===== src/rtl/voice_amplifier.sv =====
// Voice-sample amplifier: two-stage pipeline scaling din by an 8-bit envelope level (255 = exact unity).
// Optional gain slew limiting is compiled in with the macro VOICE_AMPLIFIER_SLEW_EN.
module voice_amplifier #(
    parameter int DATA_BITS = 12,
    parameter int SLEW_DIV  = 64
) (
    input  logic                        clk,
    input  logic                        rst,
    input  logic signed [DATA_BITS-1:0] din,
    input  logic                        din_valid,
    input  logic [7:0]                  amplitude,
    output logic signed [DATA_BITS-1:0] dout,
    output logic                        dout_valid,
    output logic                        idle
);

    localparam int PROD_BITS = DATA_BITS + 9;

    logic [7:0]                  amp_eff_reg;
    logic signed [DATA_BITS-1:0] s1_data_reg;
    logic [7:0]                  s1_amp_reg;
    logic                        s1_valid_reg;
    logic signed [DATA_BITS-1:0] dout_reg;
    logic                        dout_valid_reg;

    logic [8:0]                  gain;
    logic signed [PROD_BITS-1:0] data_ext;
    logic signed [PROD_BITS-1:0] gain_ext;
    logic signed [PROD_BITS-1:0] product;
    logic                        unused_bits;

`ifdef VOICE_AMPLIFIER_SLEW_EN
    localparam logic [15:0] SLEW_LAST = 16'(SLEW_DIV - 1);

    logic [15:0] slew_cnt_reg;

    // Counter runs continuously; the gain moves one LSB only on the wrap cycle.
    always_ff @(posedge clk) begin
        if (rst) begin
            slew_cnt_reg <= '0;
            amp_eff_reg  <= '0;
        end else if (slew_cnt_reg == SLEW_LAST) begin
            slew_cnt_reg <= '0;
            if (amp_eff_reg < amplitude)
                amp_eff_reg <= amp_eff_reg + 8'd1;
            else if (amp_eff_reg > amplitude)
                amp_eff_reg <= amp_eff_reg - 8'd1;
        end else begin
            slew_cnt_reg <= slew_cnt_reg + 16'd1;
        end
    end
`else
    localparam int unused_slew_div = SLEW_DIV;

    always_ff @(posedge clk) begin
        if (rst)
            amp_eff_reg <= '0;
        else
            amp_eff_reg <= amplitude;
    end
`endif

    // Stage 1 latches the gain in effect before any same-cycle envelope update.
    always_ff @(posedge clk) begin
        if (rst) begin
            s1_data_reg  <= '0;
            s1_amp_reg   <= '0;
            s1_valid_reg <= 1'b0;
        end else begin
            s1_valid_reg <= din_valid;
            if (din_valid) begin
                s1_data_reg <= din;
                s1_amp_reg  <= amp_eff_reg;
            end
        end
    end

    // Full envelope maps to 256 so that 255 gives exact pass-through after the >>8.
    always_comb begin
        gain     = (s1_amp_reg == 8'd255) ? 9'd256 : {1'b0, s1_amp_reg};
        data_ext = {{9{s1_data_reg[DATA_BITS-1]}}, s1_data_reg};
        gain_ext = {{DATA_BITS{1'b0}}, gain};
        product  = data_ext * gain_ext;
    end

    assign unused_bits = ^{product[PROD_BITS-1], product[7:0]};

    // Dropping the low 8 bits of a two's-complement product is a floor shift.
    always_ff @(posedge clk) begin
        if (rst) begin
            dout_reg       <= '0;
            dout_valid_reg <= 1'b0;
        end else begin
            dout_valid_reg <= s1_valid_reg;
            if (s1_valid_reg)
                dout_reg <= product[DATA_BITS+7:8];
        end
    end

    assign dout       = dout_reg;
    assign dout_valid = dout_valid_reg;
    assign idle       = (amp_eff_reg == 8'd0);

endmodule


===== config.mk =====
export PLATFORM = sky130hd
export DESIGN_NAME = voice_amplifier
export DESIGN_NICKNAME = d
export VERILOG_FILES = /design/src/rtl/voice_amplifier.sv
export SDC_FILE = /design/constraint.sdc
export NUM_CORES = 1
export LEC_CHECK = 0
export CORE_MARGIN = 4
export CORE_UTILIZATION = 56
export CTS_BUF_LIST = sky130_fd_sc_hd__clkbuf_4
export DETAILED_ROUTE_END_ITERATION = 7
export PLACE_DENSITY = 0.8
export REMOVE_ABC_BUFFERS = 1
export SLEW_MARGIN = 40
export SYNTH_ARGS = -nofsm -noshare
export SYNTH_HDL_FRONTEND = slang
export SYNTH_SLANG_ARGS = --single-unit

===== constraint.sdc =====
create_clock -name clk -period 5.5 [get_ports clk]
set_input_delay 1.1 -clock clk [delete_from_list [all_inputs] [get_ports clk]]
set_output_delay 1.1 -clock clk [all_outputs]
set_load 0.05 [all_outputs]

# --- After elaboration in Yosys (flattened, before gate mapping) ---
# Cells that the tools add are included.
# Widths: inputs -> output; s select.
op_classes:
  multipliers: 1
  eq_ne: 1
  muxes: 1
  reduce_logical: 1
ops:
  columns: ["operator", "n"]
  rows:
  - ["$mul 12x10->20", 1]
  - ["$mux 9", 1]
  - ["$eq 8x8->1 const B", 1]
  - ["$logic_not 8->1", 1]
totals:
  register_bits: 42
  wordCells: 10

# --- Longest topological paths before layout ---
# Gate-level depths: netlist of run 1.
logic_depth:
  word_depth: 3
  depth_mapped: 24
  depth_no_buf: 22

# --- Worst setup path after synthesis of run 1 ---
# No wires, ideal clock.
synth_path:
  kind: "flip-flop to flip-flop"
  start: "register s1_amp_reg[0]"
  end: "register dout_reg[11] (netlist: dout[11])"
  arrival_time_ns: 5.621
  setup_slack_ns: -0.200
  path_stages_with_launch: 22
  n_path_buf: 2
  path_cell_list: "dfxtp_1 nand2_2 or3_4 buf_2 and2_1 clkbuf_1 nand2_1 inv_1 fa_1 fa_1 fa_1 fa_1 inv_1 fa_1 inv_1 ha_1 a21oi_1 a21oi_1 a211o_1 o41ai_2 xnor2_1 a211oi_2"
synth_between:
  elab_chain_cells: 3
synth_lines:
  columns: ["element", "line", "source"]
  rows:
  - ["start, declared", "21", "logic [7:0] s1_amp_reg;"]
  - ["start signal, assigned", "73", "s1_amp_reg <= amp_eff_reg;"]
  - ["$eq 8x8->1", "80", "gain = (s1_amp_reg == 8'd255) ? 9'd256 : {1'b0, s1_amp_reg};"]
  - ["$mux 9 *", "80", null]
  - ["$mul 12x10->20 *", "83", "product = data_ext * gain_ext;"]
  - ["end signal, assigned", "96", "dout_reg <= product[DATA_BITS+7:8];"]
  - ["end, declared", "23", "logic signed [DATA_BITS-1:0] dout_reg;"]
# Mark *: on every way between the ends. The rest lies on a longest branch, timed or not.
# A chain may end at the register's enable or synchronous reset.

# --- Worst setup path in the final report of run 1 ---
layout_path:
  start: "register s1_amp_reg[5]"
  end: "register dout_reg[10] (netlist: dout[10])"
# The elaborated chain is that of the path after synthesis.

==> impl_metrics.csv, run 1 <==
group,metric,value,unit
synth,synth_top_area_cell,"fa_1",
timing,rsz0062_at_grt,"yes",
drt,ant_nets,0,
synth,yosysUniqueCellTypes,43,
synth,ys_top_cells_by_area,"fa_1, dfxtp_1, ha_1, inv_1, and3_1",
floorplan,rows,34,
drt,via_per_inst,5.702,
outcome,violations,"setup timing",
grt,antenna_found_initial,0,
timing,tightest_slew,0.6133,ns
clock_network,ctsHoldBuffers,0,
clock_network,cts_buffers,5,
clock_network,cts_buffer_depth,2,
pwr,switching_share,0.3547,
pwr,p_switching,0.2543,mW
pwr,seq_power_share,0.475,
place,dp_cells,740,
grt,grt_start_max_net_pins,37,
synth,synth_top_area_share,0.3293,
synth,ys_seq_area_frac,0.1608,
pwr,ir_worst_vdd,0.1074,mV
timing,setup-tns-final,-0.9334,ns
drt,wire_per_inst,18.33,um
clock_network,cts_tree,"done",
synth,yosys_warnings,0,
cells_and_area,drive_gt1_frac,0.1935,
cells_and_area,layout_common_cells,"inv_1, fa_1, buf_4",
place,portBuffers,36,
critical_path,cp.arrival,5.94,ns
clock_network,ctsRootBufferMaster,"clkbuf_4",
worst_hold_path,hold_class,"reg -> reg",
pwr,p_comb_frac,0.280,
cells_and_area,fin_util,0.7166,
critical_path,crit_required,5.76,ns
place,gp_congestion,0.9452,
synth,synth.avg_cell_area,9.031,um2
cells_and_area,fillers,634,
critical_path,start_kind,"flip-flop",
pwr,leakage,3.391,nW
timing,worst_slack,-0.1809,ns
cells_and_area,mostFrequentLayoutCell,"inv_1",
floorplan,core,0.008891,mm2
floorplan,die_w,104.6,um
drt,drtPass1Iterations,6,
grt,grt_pass1_vias,4781,
outcome,status,"finished with violations",
timing,fin_skew,0.01178,ns
run,cap_violations,0,
timing,drv_slew,0,
cells_and_area,postLayoutCellArea,0.006371,mm2
critical_path,path_class,"reg -> reg",
cells_and_area,final_cells,759,
synth,ys_seq_elements,42,
cells_and_area,synthToLayoutAreaGrowth,21.85,%
pwr,power,0.7169,mW
timing,relSlewSlack,0.5896,
synth,postSynthCellCount,579,
clock_network,numClockSinks,42,
timing,hold_viol,0,
pwr,internal_power,0.4626,mW
drt,drtIter0Drc,258,
drt,drt-total-wl,13910,um
floorplan,dieHeight,104.6,um
place,place_area,0.005973,mm2
cells_and_area,nets,801,
clock_network,path_clk_slew,0.14,ns
timing,layout_min_cycle_time,5.681,ns
floorplan,die_area,0.01095,mm2
clock_network,htreeDepth,2,
clock_network,clkLatencyLatePin,0.38,ns
grt,overflow,0,
timing,min_period_over_period,1.033,
critical_path,critPathMaxFanout,5,
floorplan,start_util,0.5881,
drt,vias,4328,
grt,grtUsageTotal,0.2694,
timing,fmax,0.1760,GHz
cells_and_area,antenna_cells,0,
critical_path,endpoint_kind,"flip-flop",
pwr,clkPwrFrac,0.245,
timing,finalSetupViolCount,8,
place,place_hpwl,10280,um
pwr,cellPowerDensity,112.5,mW/mm2
synth,synth_area,0.005229,mm2
floorplan,io_pins,37,
drt,drc,0,
grt,grt_first_pass_wirelength,23720,um
==> cell families (layout without fill, tap and decap cells) <==
group           after synthesis  count (layout)  share of synthesized area
compound gates               40              40                    0.05432
xor+xnor                     16              16                    0.02680
fa+ha+maj                   128             128                     0.4298
buf+inv                     147             217                     0.1060
flops                        42              42                     0.1608
mux                          22              22                    0.04212
simple gates                184             186                     0.1802
==> Yosys cell counts, drive strengths merged <==
| library cell | number |
|---|---|
| nor2b | 10 |
| o21ai | 9 |
| nand4 | 2 |
| inv | 114 |
| a21oi | 12 |
| a31o | 1 |
| o311ai | 2 |
| nor3b | 2 |
| fa | 86 |
| o41ai | 1 |
| clkbuf | 29 |
| a211oi | 5 |
| o22ai | 1 |
| nand2b | 4 |
| nor4 | 1 |
| nor3 | 3 |
| xor2 | 4 |
| xnor2 | 12 |
| nor2 | 29 |
| a211o | 2 |
| and3 | 46 |
| nand2 | 57 |
| mux2i | 22 |
| nand3 | 7 |
| buf | 4 |
| a31oi | 1 |
| dfxtp | 42 |
| o32ai | 1 |
| o2111ai | 1 |
| or3 | 3 |
| a21boi | 1 |
| or4 | 3 |
| and2 | 17 |
| ha | 42 |
| o211ai | 1 |
| a21o | 2 |
==> layer usage <==
layer	global-route usage	wire length (um)	up-vias
met5	0	0	-
met1	0.3409	5290	2126
li1	-	-	1948
met3	0.05795	1088	59
met4	0.1059	620	0
met2	0.4534	6911	195
==> through the flow <==
step	hold slack (ns)	worst slack (ns)
5_1_grt	0.5277	-0.3707
2_1_floorplan	0.4547	-0.2812
3_3_place_gp	0.4628	-0.1725
6_report	0.4949	-0.1809
3_5_place_dp	0.4622	-0.3450
4_1_cts	0.4905	-0.03958
==> final timing paths <==
| check | startpoint | endpoint | slack [ns] | cells past startpoint |
|---|---|---|---|---|
| max | s1_amp_reg[5] | dout[10] | -0.18 | 22 |
| min | dout[8] | dout[8] | 0.49 | 2 |
| min reg2reg | dout[8] | dout[8] | 0.49 | 2 |
| max reg2reg | s1_amp_reg[5] | dout[10] | -0.18 | 22 |
==> timing repair <==
item	CTS	global route
pin swaps	20	6
setup endpoints to repair	8	12
resized for setup	52	17
setup buffers	9	0
cloned	2	0
==> cell type report <==
type | count | area, um2 | area share
Multi-Input combinational cell | 392 | 4074 | 0.6394
Sequential cell | 42 | 847.1 | 0.1330
Timing Repair Buffer | 95 | 825.8 | 0.1296
Inverter | 114 | 427.9 | 0.06716
Tap cell | 108 | 135.1 | 0.02121
Clock buffer | 5 | 37.54 | 0.005892
Clock inverter | 3 | 23.77 | 0.003731
==> power by group through the flow <==
| stage | logic (mW) | clock network, mW | registers (mW) |
|---|---|---|---|
| after floorplan | 0.0888 | 0 | 0.351 |
| final | 0.201 | 0.175 | 0.340 |
| after global placement | 0.178 | 0 | 0.344 |
| after detailed placement | 0.184 | 0 | 0.345 |
| after CTS | 0.194 | 0.170 | 0.339 |
| after global routing | 0.220 | 0.187 | 0.342 |
==> worst max-delay path, stage by stage, from the launching register on <==
cell	delay [ns]
dfxtp_2	0.36
nand4_1	0.14
or3_4	0.46
buf_6	0.15
and2_4	0.15
nand2_2	0.07
fa_1	0.44
fa_1	0.56
inv_2	0.04
fa_1	0.51
fa_1	0.53
inv_2	0.05
fa_1	0.50
inv_2	0.06
ha_4	0.27
o211ai_1	0.15
a21oi_2	0.23
nor2b_4	0.07
buf_6	0.12
a211oi_4	0.29
o21ai_1	0.13
mux2i_1	0.17
o311ai_1	0.11
Note: power is estimated with default switching activity, not from simulation.
==> run 2: changes to the inputs <==
- CTS_CLUSTER_DIAMETER: default -> 50
- REMOVE_ABC_BUFFERS: 1 -> default
==> impl_metrics.csv, run 2 (synthesized netlist as in run 1, its figures left out) <==
group,metric,value,unit
cells_and_area,fillers,577,
critical_path,reg2reg_depth,21,
cells_and_area,fin_util,0.7337,
grt,grt_pass1_vias,4732,
critical_path,cp.arrival,6.18,ns
worst_hold_path,min_path_cells,2,
timing,fmax,0.1710,GHz
timing,worst_slack,-0.3488,ns
clock_network,ctsHoldBuffers,0,
floorplan,die_area,0.01095,mm2
critical_path,critPathMaxFanout,7,
floorplan,rows,34,
critical_path,endpoint_kind,"flip-flop",
drt,wire_per_inst,19.23,um
critical_path,cpMaxStageDelayCell,"fa_1",
critical_path,crit_top_cell,"fa_1",
floorplan,core,0.008891,mm2
clock_network,numClockSinks,42,
cells_and_area,final_cells,761,
timing,drv_slew,0,
run,cap_violations,0,
critical_path,r2r_setup_slack,-0.35,ns
synth,syn_nets,730,
floorplan,io_pins,37,
outcome,status,"finished with violations",
clock_network,cts_buffers,5,
worst_hold_path,min_from,"dout[8]",
drt,vias,4430,
worst_hold_path,whs_endpoint,"dout[8]",
timing,min_period_over_period,1.063,
grt,grt_first_pass_wirelength,23670,um
clock_network,ctsRootBufferMaster,"clkbuf_4",
timing,relSlewSlack,0.5961,
cells_and_area,regArea,847.1,um2
drt,drtPass1Iterations,5,
floorplan,dieHeight,104.6,um
cells_and_area,drive_gt1_frac,0.2236,
critical_path,path_class,"reg -> reg",
timing,layout_min_cycle_time,5.849,ns
cells_and_area,postLayoutCellArea,0.006524,mm2
grt,grtUsageTotal,0.2673,
clock_network,path_clk_slew,0.17,ns
drt,drc,0,
pwr,leakage,3.395,nW
critical_path,start_kind,"flip-flop",
place,portBuffers,36,
drt,drt-total-wl,14630,um
clock_network,htreeDepth,2,
clock_network,cts_tree,"done",
drt,ant_nets,0,
timing,tightest_slew,0.6036,ns
timing,fin_skew,0.02592,ns
grt,antenna_found_initial,0,
clock_network,cts_buffer_depth,2,
critical_path,crit_required,5.83,ns
cells_and_area,mostFrequentLayoutCell,"inv_1",
place,gp_congestion,0.9255,
timing,finalSetupViolCount,10,
place,place_hpwl,10330,um
critical_path,path_cells,"nand4_1 > buf_4 > or3_4 > buf_12 > and3_1 > fa_2 > fa_1 > fa_1 > fa_1 > inv_1 > fa_1 > inv_2 > ha_4 > o211ai_1 > a21oi_2 > nor2b_4 > buf_6 > a211oi_4 > o41ai_4 > xnor2_1 > a211oi_2",
cells_and_area,nets,803,
pwr,ir_worst_vdd,0.1197,mV
floorplan,start_util,0.5881,
cells_and_area,multi_input_area,0.004174,mm2
grt,grt_start_max_net_pins,37,
timing,hold_viol,0,
cells_and_area,layout_common_cells,"inv_1, fa_1, buf_4",
place,dp_cells,739,
pwr,cellPowerDensity,111.6,mW/mm2
worst_hold_path,hold_class,"reg -> reg",
critical_path,max_stage_delay,0.53,ns
cells_and_area,antenna_cells,0,
cells_and_area,synthToLayoutAreaGrowth,24.77,%
drt,via_per_inst,5.821,
clock_network,clkLatencyLatePin,0.41,ns
critical_path,r2r-end,"dout[11]",
outcome,violations,"setup timing",
floorplan,die_w,104.6,um
critical_path,rr_startpoint,"s1_amp_reg[4]",
grt,overflow,0,
place,place_area,0.006001,mm2
drt,drtIter0Drc,269,
timing,rsz0062_at_grt,"yes",
run 2: worst max-delay path by stage:
stage	depth (start not counted)	start	end	slack, ns
floorplan	22	s1_amp_reg[4]	dout[7]	-0.03
global placement	22	s1_amp_reg[5]	dout[11]	-0.08
detailed placement	19	s1_amp_reg[5]	dout[10]	-0.17
CTS	22	s1_amp_reg[2]	dout[11]	-0.09
global route	22	s1_amp_reg[4]	dout[11]	-0.46
finish	21	s1_amp_reg[4]	dout[11]	-0.35
run 2: timing repair:
item | in CTS | in global routing
pin swaps | 27 | 40
setup endpoints to repair | 9 | 12
gates resized for setup | 50 | 41
gates cloned | 1 | 1
buffers inserted | 8 | 5
run 2: critical path: cells and delay by family (launching register included):
| kind | cells | cell delay, ns |
|---|---|---|
| compound gates | 5 | 1.03 |
| simple gates | 4 | 0.85 |
| flops | 1 | 0.37 |
| buf+inv | 5 | 0.58 |
| xor+xnor | 1 | 0.16 |
| fa+ha+maj | 6 | 2.77 |
run 2: final cells by class:
class / instances / area share
Inverter: 114 / 0.06559
Clock buffer: 5 / 0.005754
Multi-Input combinational cell: 391 / 0.6398
Timing Repair Buffer: 98 / 0.1346
Sequential cell: 42 / 0.1298
Tap cell: 108 / 0.02071
Clock inverter: 3 / 0.003644
run 2: stage by stage:
| stage | TNS, ns | worst slack, ns | total power [mW] | hold WS (ns) |
|---|---|---|---|---|
| 2_1_floorplan | -0.04454 | -0.02819 | 0.4519 | 0.4552 |
| 3_3_place_gp | -0.08849 | -0.07692 | 0.5222 | 0.4561 |
| 3_5_place_dp | -0.9347 | -0.1705 | 0.5288 | 0.4651 |
| 4_1_cts | -0.2684 | -0.08955 | 0.7044 | 0.5016 |
| 5_1_grt | -2.930 | -0.4635 | 0.7534 | 0.5127 |
| 6_report | -1.935 | -0.3488 | 0.7279 | 0.4849 |
run 2: routing by layer:
layer / wire (um) / vias to the layer above / global-route usage / part of all wire
li1: - / 1948 / - / -
met1: 5672 / 2205 / 0.3436 / 0.39
met2: 7210 / 209 / 0.4543 / 0.49
met3: 1051 / 68 / 0.03946 / 0.072
met4: 698 / 0 / 0.1106 / 0.048
met5: 0 / - / 0 / 0
run 2: power by group:
part	total [mW]	leakage, nW	switching (mW)	internal, mW
combinational	0.202	3.02	0.109	0.0929
clock	0.183	0.0278	0.131	0.0514
sequential	0.343	0.347	0.0241	0.319
total	0.728	3.39	0.265	0.463
